$ cat src/rtl/ascon_pkg.sv
// Shared types and sizing helpers for the Ascon input packer.
package ascon_pkg;

    // Packer sequencing states.
    typedef enum logic [1:0] {
        PRIME = 2'd0,
        RUN   = 2'd1,
        VALID = 2'd2
    } packer_state_e;

    localparam int unsigned BUF_DEPTH_DEF = 4;

    // Index width for n entries; never narrower than one bit.
    function automatic int unsigned idx_w(input int unsigned n);
        int unsigned w;
        w = $clog2(n);
        if (w < 1) begin
            idx_w = 1;
        end else begin
            idx_w = w;
        end
    endfunction

    // Word-index width for the default buffer depth.
    localparam int unsigned WIDX_W = idx_w(2 * BUF_DEPTH_DEF);

endpackage

$ cat src/rtl/ascon_stage_buf.sv
// Staging buffer: packs 32-bit words into 64-bit blocks (low half first),
// raises stage_full on the last slot or s_last_i, and zeroes on copy.
module ascon_stage_buf
    import ascon_pkg::*;
#(
    parameter int unsigned BUF_DEPTH = 4
) (
    input  logic                       clk_i,
    input  logic                       rst_n_i,
    input  logic                       clear_i,
    input  logic                       copy_i,
    input  logic [31:0]                s_data_i,
    input  logic                       s_valid_i,
    input  logic                       s_last_i,
    output logic                       s_ready_o,
    output logic [BUF_DEPTH-1:0][63:0] stage_o,
    output logic                       stage_full_o
);

    localparam int unsigned WW = idx_w(2 * BUF_DEPTH);
    localparam int unsigned BW = idx_w(BUF_DEPTH);
    localparam logic [WW-1:0] W_LAST = WW'(2 * BUF_DEPTH - 1);

    logic [BUF_DEPTH-1:0][63:0] stage_r;
    logic [WW-1:0]              w_r;
    logic                       stage_full_r;

    logic                       accept_s;
    logic                       seal_s;
    logic [BW-1:0]              blk_s;

    // Handshake decode: target block, accept strobe and whether this word seals the stage
    always_comb begin
        accept_s = 1'b0;
        seal_s   = 1'b0;
        blk_s    = BW'(w_r >> 1);
        if (s_valid_i && !stage_full_r) begin
            accept_s = 1'b1;
        end else begin
            accept_s = 1'b0;
        end
        if ((w_r == W_LAST) || s_last_i) begin
            seal_s = 1'b1;
        end else begin
            seal_s = 1'b0;
        end
    end

    // Fill state: half-select writes, word index, full flag; copy empties the stage for zero padding
    always_ff @(posedge clk_i) begin
        if (!rst_n_i || clear_i) begin
            stage_r      <= '0;
            w_r          <= '0;
            stage_full_r <= 1'b0;
        end else if (copy_i) begin
            stage_r      <= '0;
            w_r          <= '0;
            stage_full_r <= 1'b0;
        end else if (accept_s) begin
            if (w_r[0] == 1'b0) begin
                stage_r[blk_s][31:0] <= s_data_i;
            end else begin
                stage_r[blk_s][63:32] <= s_data_i;
            end
            if (seal_s) begin
                stage_full_r <= 1'b1;
                w_r          <= '0;
            end else begin
                stage_full_r <= 1'b0;
                w_r          <= w_r + WW'(1'b1);
            end
        end else begin
            stage_r      <= stage_r;
            w_r          <= w_r;
            stage_full_r <= stage_full_r;
        end
    end

    assign s_ready_o    = !stage_full_r;
    assign stage_o      = stage_r;
    assign stage_full_o = stage_full_r;

endmodule

$ cat src/rtl/ascon_in_packer.sv
// Ascon input packer: double-buffers a 32-bit word stream into BUF_DEPTH
// 64-bit blocks, primes the presented buffer, then refills on request.
module ascon_in_packer
    import ascon_pkg::*;
#(
    parameter int unsigned BUF_DEPTH = 4,
    parameter int unsigned CNT_W     = 8
) (
    input  logic                       clk_i,
    input  logic                       rst_n_i,
    input  logic                       clear_i,
    input  logic [31:0]                s_data_i,
    input  logic                       s_valid_i,
    input  logic                       s_last_i,
    output logic                       s_ready_o,
    input  logic                       data_req_i,
    output logic                       data_valid_o,
    output logic [BUF_DEPTH-1:0][63:0] buf_o,
    output logic                       primed_o,
    output logic                       starved_o,
    output logic [CNT_W-1:0]           bufs_o
);

    logic [BUF_DEPTH-1:0][63:0] stage_s;
    logic                       stage_full_s;
    logic                       copy_s;
    logic                       starved_s;

    packer_state_e              state_r;
    logic [BUF_DEPTH-1:0][63:0] buf_r;
    logic                       primed_r;
    logic                       data_valid_r;
    logic [CNT_W-1:0]           bufs_r;

    ascon_stage_buf #(
        .BUF_DEPTH (BUF_DEPTH)
    ) u_stage (
        .clk_i        (clk_i),
        .rst_n_i      (rst_n_i),
        .clear_i      (clear_i),
        .copy_i       (copy_s),
        .s_data_i     (s_data_i),
        .s_valid_i    (s_valid_i),
        .s_last_i     (s_last_i),
        .s_ready_o    (s_ready_o),
        .stage_o      (stage_s),
        .stage_full_o (stage_full_s)
    );

    // Copy decision: prime as soon as a stage is full, later only on a wrapper request
    always_comb begin
        copy_s = 1'b0;
        case (state_r)
            PRIME: begin
                if (stage_full_s) begin
                    copy_s = 1'b1;
                end else begin
                    copy_s = 1'b0;
                end
            end
            RUN: begin
                if (data_req_i && stage_full_s) begin
                    copy_s = 1'b1;
                end else begin
                    copy_s = 1'b0;
                end
            end
            VALID: begin
                copy_s = 1'b0;
            end
            default: begin
                copy_s = 1'b0;
            end
        endcase
    end

    // Starvation flag: the wrapper is asking in RUN but nothing is staged yet
    always_comb begin
        starved_s = 1'b0;
        if ((state_r == RUN) && data_req_i && !stage_full_s) begin
            starved_s = 1'b1;
        end else begin
            starved_s = 1'b0;
        end
    end

    // Sequencer: move stage into the presented buffer, count buffers, pulse valid on refills only
    always_ff @(posedge clk_i) begin
        if (!rst_n_i || clear_i) begin
            state_r      <= PRIME;
            buf_r        <= '0;
            primed_r     <= 1'b0;
            data_valid_r <= 1'b0;
            bufs_r       <= '0;
        end else begin
            case (state_r)
                PRIME: begin
                    data_valid_r <= 1'b0;
                    if (copy_s) begin
                        buf_r    <= stage_s;
                        bufs_r   <= bufs_r + CNT_W'(1'b1);
                        primed_r <= 1'b1;
                        state_r  <= RUN;
                    end else begin
                        state_r  <= PRIME;
                    end
                end
                RUN: begin
                    if (copy_s) begin
                        buf_r        <= stage_s;
                        bufs_r       <= bufs_r + CNT_W'(1'b1);
                        data_valid_r <= 1'b1;
                        state_r      <= VALID;
                    end else begin
                        data_valid_r <= 1'b0;
                        state_r      <= RUN;
                    end
                end
                VALID: begin
                    // Wrapper drops its request after seeing valid, so it is not sampled here.
                    data_valid_r <= 1'b0;
                    state_r      <= RUN;
                end
                default: begin
                    data_valid_r <= 1'b0;
                    state_r      <= PRIME;
                end
            endcase
        end
    end

    assign data_valid_o = data_valid_r;
    assign buf_o        = buf_r;
    assign primed_o     = primed_r;
    assign starved_o    = starved_s;
    assign bufs_o       = bufs_r;

endmodule

$ cat config.mk
export PLATFORM = sky130hd
export DESIGN_NAME = ascon_in_packer
export DESIGN_NICKNAME = d
export VERILOG_FILES = /design/src/rtl/ascon_pkg.sv /design/src/rtl/ascon_stage_buf.sv /design/src/rtl/ascon_in_packer.sv
export SDC_FILE = /design/constraint.sdc
export NUM_CORES = 1
export LEC_CHECK = 0
export ABC_AREA = 1
export CORE_UTILIZATION = 40
export CTS_CLUSTER_SIZE = 25
export DETAILED_ROUTE_END_ITERATION = 8
export PLACE_DENSITY = 0.7
export RECOVER_POWER = 100
export SYNTH_ARGS = -nofsm -noshare
export SYNTH_HDL_FRONTEND = slang
export SYNTH_HIERARCHICAL = 1
export SYNTH_SLANG_ARGS = --single-unit
$ cat constraint.sdc
create_clock -name clk_i -period 2.65 [get_ports clk_i]
set_input_delay 0.265 -clock clk_i [delete_from_list [all_inputs] [get_ports clk_i]]
set_output_delay 0.265 -clock clk_i [all_outputs]
set_load 0.005 [all_outputs]
# After elaboration in Yosys (flattened, before gate mapping)
# Cells that the tools add are included.
# totals
wordCells	56
output_inout_bits	268
input_bits	38
reg_bits	528
# classes
bitwise	1
n_reduce_logical	15
order_cmp	2
addsub	2
n_mux	19
n_eq_ne	3
# ops
operator	n
bitwise mux 256 bit	2
demux 64 bit (select 2 bit)	2
2-to-1 mux 256 bit	1
2-to-1 mux 64 bit	1
2-to-1 mux 32 bit	1
adder 8 x 1 -> 8 bit, second input constant	1
2-to-1 mux 1 bit	8
one-hot mux 2 bit (3 select lines)	1
OR reduction 2 bit	3
logical AND 1 bit	5
AND reduction 2 bit	2
adder 3 x 1 -> 3 bit, second input constant	1
equality test 3 bit, second input constant	1
< comparator 2 x 3 -> 1 bit, second input constant	1
2-to-1 mux 3 bit	1
equality test 2 x 1 -> 1 bit, second input constant	1
equality test 2 bit, second input constant	1
>= comparator 2 x 1 -> 1 bit, second input constant	1
logical NOT 1 bit	2
logical NOT 2 bit	1
logical OR 1 bit	2
2-to-1 mux 2 bit	1
one-hot mux 1 bit (2 select lines)	1
NOT 1 bit	1

# Depth between registers and ports, before layout
# logic_depth
word_depth	6
mapped_depth	10
ltp_nobuf	8

# By module
# The synthesis kept the hierarchy.
# by_module_without_submodules
mod	seq_area_each_um2	area_per_inst_um2	n_inst	cells_each
ascon_stage_buf	5205.0	10000.8	1	1446
ascon_in_packer	5365.1	9371.5	1	1197

# Worst setup path after synthesis
# No wires, ideal clock.
# synth_path
kind	flip-flop to flip-flop
startpoint	register state_r[0]
endpoint	register u_stage.stage_r (netlist bit u_stage/stage_o[16])
n_path_buf	4
setup_time_ns	0.064
setup_slack_ns	0.940
stages_incl_launch_ff	11
arrival_ns	1.646
period_less_slack_ns	1.710
path_cell_list	dfxtp_1 > inv_2 > nor2_2 > nor2_4 > buf_6 > buf_4 > nor3_2 > buf_2 > buf_2 > nand2_1 > nor2_1
# synth_between
elab_chain_cells	3
# synth_rtl
item	line_no	text
from (decl)	ascon_in_packer.sv:29	packer_state_e state_r;
from (signal assigned)	ascon_in_packer.sv:90	state_r <= PRIME;
from (signal assigned)	ascon_in_packer.sv:103	state_r <= RUN;
from (signal assigned)	ascon_in_packer.sv:105	state_r <= PRIME;
equality test 2 x 1 -> 1 bit or logical NOT 2 bit (tied branches)	ascon_in_packer.sv:53	case (state_r)
one-hot mux 1 bit (2 select lines) (*)	ascon_in_packer.sv:53	
named net copy_s	ascon_in_packer.sv:26	logic copy_s;
OR reduction 2 bit (no source line) (*)	-	
to (signal, indexed assignment)	ascon_stage_buf.sv:61	stage_r[blk_s][31:0] <= s_data_i;
to (signal, indexed assignment)	ascon_stage_buf.sv:63	stage_r[blk_s][63:32] <= s_data_i;
to (signal assigned)	ascon_stage_buf.sv:73	stage_r <= stage_r;
to (decl)	ascon_stage_buf.sv:24	logic [BUF_DEPTH-1:0][63:0] stage_r;
# Mark *: on every way through the listed nets, which the timed path passes. The rest lies on a longest branch.
# A chain may end at the register's enable or synchronous reset.

# Worst setup path in the final report
# layout_path
startpoint	register u_stage.stage_full_r, in the netlist u_stage/stage_full_o
endpoint	register u_stage.stage_r (netlist bit u_stage/stage_o[249])
# layout_between
elab_chain_cells	4
# layout_rtl
item	line_no	text
from (decl)	ascon_stage_buf.sv:26	logic stage_full_r;
from (signal assigned)	ascon_stage_buf.sv:75	stage_full_r <= stage_full_r;
logical AND 1 bit	ascon_in_packer.sv:62	if (data_req_i && stage_full_s) begin
2-to-1 mux 1 bit	ascon_in_packer.sv:62	
one-hot mux 1 bit (2 select lines)	ascon_in_packer.sv:53	
OR reduction 2 bit (no source line)	-	
# Parallel ways exist; a longest one is shown, timed or not.

==> results.toml <==
[timing]
tns_ns = 0
period_share = 0.855
setup_viol = 0
rsz0062_at_grt = "no"
slew-limit-headroom = 0.168
drv_slew = 0
max_slew.worst_pin.slew_ns = 1.25
fmax_ghz = 0.441
period_minus_slack_ns = 2.27
hold_violations = 0
skew_ns = 0.0151

[layout]
syn_to_final_growth_pct = 25.7
insertedDiodeCount = 0
finalInstanceArea_um2 = 24300
layout_common_cells = "nor2_1 (1044), dfxtp_1 (528), nand2_1 (409), dlygate4sd3_1 (269), o21ai_0 (259)"
layout_commonest_cell = "nor2_1"
nFillCells = 4499
drive_above_1_share = 0.0425
layout.nets = 2895

[placed_design]
dpl.hpwl_um = 37300
dpl_cell_area_um2 = 22700
numPortBuffers = 305
gp_congestion = 0.849

[global_route]
grt_pass1_vias = 16356
gr-usage-all-layers = 0.246
antenna_found_initial = 0
grt.overflow.total = 0
grt_pass1_wl_um = 94100
grt_max_degree = 174

[cts]
cts_buffer_depth = 3
cts_resized = 0
cts_root_buffer = "clkbuf_16"
cts_buffers = 53
clk_pin_slew_ns = 0.06
clk_latency_ns = 0.59
ctsHtreeMaxLevel = 2
tritoncts = "built"
cts.sinks = 528
hold_buffers = 0
postCtsSetupBuffers = 0

[routing]
drtIter0Drc = 1731
vias = 17682
route.detailed.wl_per_inst_um = 17.7
wirelength_um = 62000
dr.pass1.iters = 5
drc_errors = 0
ant_nets = 0
viasPerCell = 5.04

[setup_path]
start_kind = "flip-flop"
worstPathArrival_ns = 2.79
path_max_fanout = 56
end_kind = "flip-flop"
worstPathRequired_ns = 3.18
critical_path_class = "reg2reg"
startpoint = "u_stage/stage_full_o$_SDFFE_PP0P_"
timing.rr.start = "u_stage/stage_full_o$_SDFFE_PP0P_"

[synthesis]
synthMuxAreaShare = 0
ys_seq_elements = 528
syn_inst = 2643
synth.net_count = 2684
seq_area_frac_synth = 0.546
synthAdderAreaFrac = 0.00194
syn_avg_cell_area_um2 = 7.33
yosys.area_share.simple = 0.325
ys_warn_count = 6
synth_top_family_by_area = "simple AND/OR/NAND/NOR gates"
synth_xor_area_frac = 0
synth_top_area_cell = "dfxtp_1"
synth_top_area_frac = 0.546
synth_compound_area_frac = 0.0695
synth_area_leaders = "dfxtp_1 (55%), nor2_1 (20%), nand2_1 (7.9%)"
synth_cell_type_count = 25
syn_area_um2 = 19400

[power_and_ir_drop]
netSwitchingPower_w = 0.00385
clockPowerShare = 0.449
vdd_drop_max_mv = 0.436
p_leak_nw = 10.8
power_w = 0.0165
power_frac_seq = 0.490
switching_share = 0.233
power_density_nw_per_um2 = 678
p_int_w = 0.0127
pwr-share-comb = 0.060

[run_status]
status = "completed"

[floorplan]
io_pins = 306
die_w_um = 222
core_um2 = 47700
rows = 80
initial_core_util = 0.406
dieArea_um2 = 49300
die_y_um = 222

[job]
maxCapViolations = 0

[hold_path]
min_from = "s_last_i"
hold_path.class = "in2reg"
[synth_stat cells, drive strengths merged]
| cell type | count |
|---|---|
| nor2 | 1053 |
| dfxtp | 528 |
| nand2 | 410 |
| o21ai | 261 |
| buf | 140 |
| nand3 | 136 |
| inv | 58 |
| clkbuf | 36 |
| a21oi | 8 |
| nor3 | 4 |
| ha | 3 |
| nand4 | 3 |
| clkinv | 1 |
| nand3b | 1 |
| nor4 | 1 |
[final timing paths]
kind                            slack (ns)                                end  depth (start not counted)
worst min-delay path                  0.36  u_stage/stage_full_o$_SDFFE_PP0P_                          3
worst max-delay path                  0.38  u_stage/stage_o[249]$_SDFFE_PP0P_                          7
worst min register to register        0.47  u_stage/stage_o[197]$_SDFFE_PP0P_                          2
worst max register to register        0.38  u_stage/stage_o[249]$_SDFFE_PP0P_                          7
[power groups by stage]
stage / Clock (W) / Combinational, W / Sequential, W
after CTS: 0.00751 / 0.00103 / 0.00810
after global placement: 0 / 0.00101 / 0.00827
final: 0.00742 / 0.000998 / 0.00810
after floorplan: 0 / 0.000549 / 0.00826
after global routing: 0.00787 / 0.00108 / 0.00810
after detailed placement: 0 / 0.00102 / 0.00827
[state kept, by name, summed over array words and instances (netlist names)]
signal,flops
buf_o,256
bufs_o,8
data_valid_o,1
primed_o,1
state_r,2
u_stage/stage_full_o,1
u_stage/stage_o,256
u_stage/w_r,3
[layout make-up]
| class | instances | area (µm²) | area share |
|---|---|---|---|
| clock inverter | 19 | 199 | 0.00817 |
| multi-input combinational | 1880 | 7670 | 0.315 |
| timing repair buffer | 332 | 3410 | 0.140 |
| sequential | 528 | 10600 | 0.434 |
| inverter | 59 | 221 | 0.00910 |
| tap | 615 | 769 | 0.0316 |
| clock buffer | 76 | 1500 | 0.0617 |
[per-layer routing]
metal / wire (µm) / up-vias / global-route usage / share of wire
met5: 0 / - / 0 / 0
met4: 3030 / 0 / 0.117 / 0.049
met3: 4670 / 150 / 0.0469 / 0.075
met2: 26400 / 702 / 0.372 / 0.43
met1: 27900 / 8203 / 0.336 / 0.45
li1: - / 8627 / - / -
[stage by stage]
step | cells | hold WS, ns | util | worst slack, ns
2_1_floorplan | 2643 | 0.420 | - | 0.940
3_3_place_gp | 3414 | 0.452 | 0.476 | 0.475
3_5_place_dp | 3414 | 0.459 | 0.476 | 0.484
4_1_cts | 3509 | 0.339 | 0.512 | 0.491
5_1_grt | 3509 | 0.436 | 0.510 | 0.234
6_report | 3509 | 0.362 | 0.510 | 0.384
[logic make-up after synthesis]
family	after synthesis
DFF	528
and+or+nand+nor	1608
AOI/OAI and AO/OA	269
adders and majority gates	3
buffers and inverters	235
[worst max-delay path, stage by stage, from the launching register on]
cell and delay (ns):
dfxtp_1 0.40, nand2_1 0.15, nor2_1 0.11, nor3_1 0.37
buf_12 0.24, clkbuf_4 0.60, nand2_1 0.16, nor2_1 0.12
Note: power is estimated with default switching activity, not from simulation.
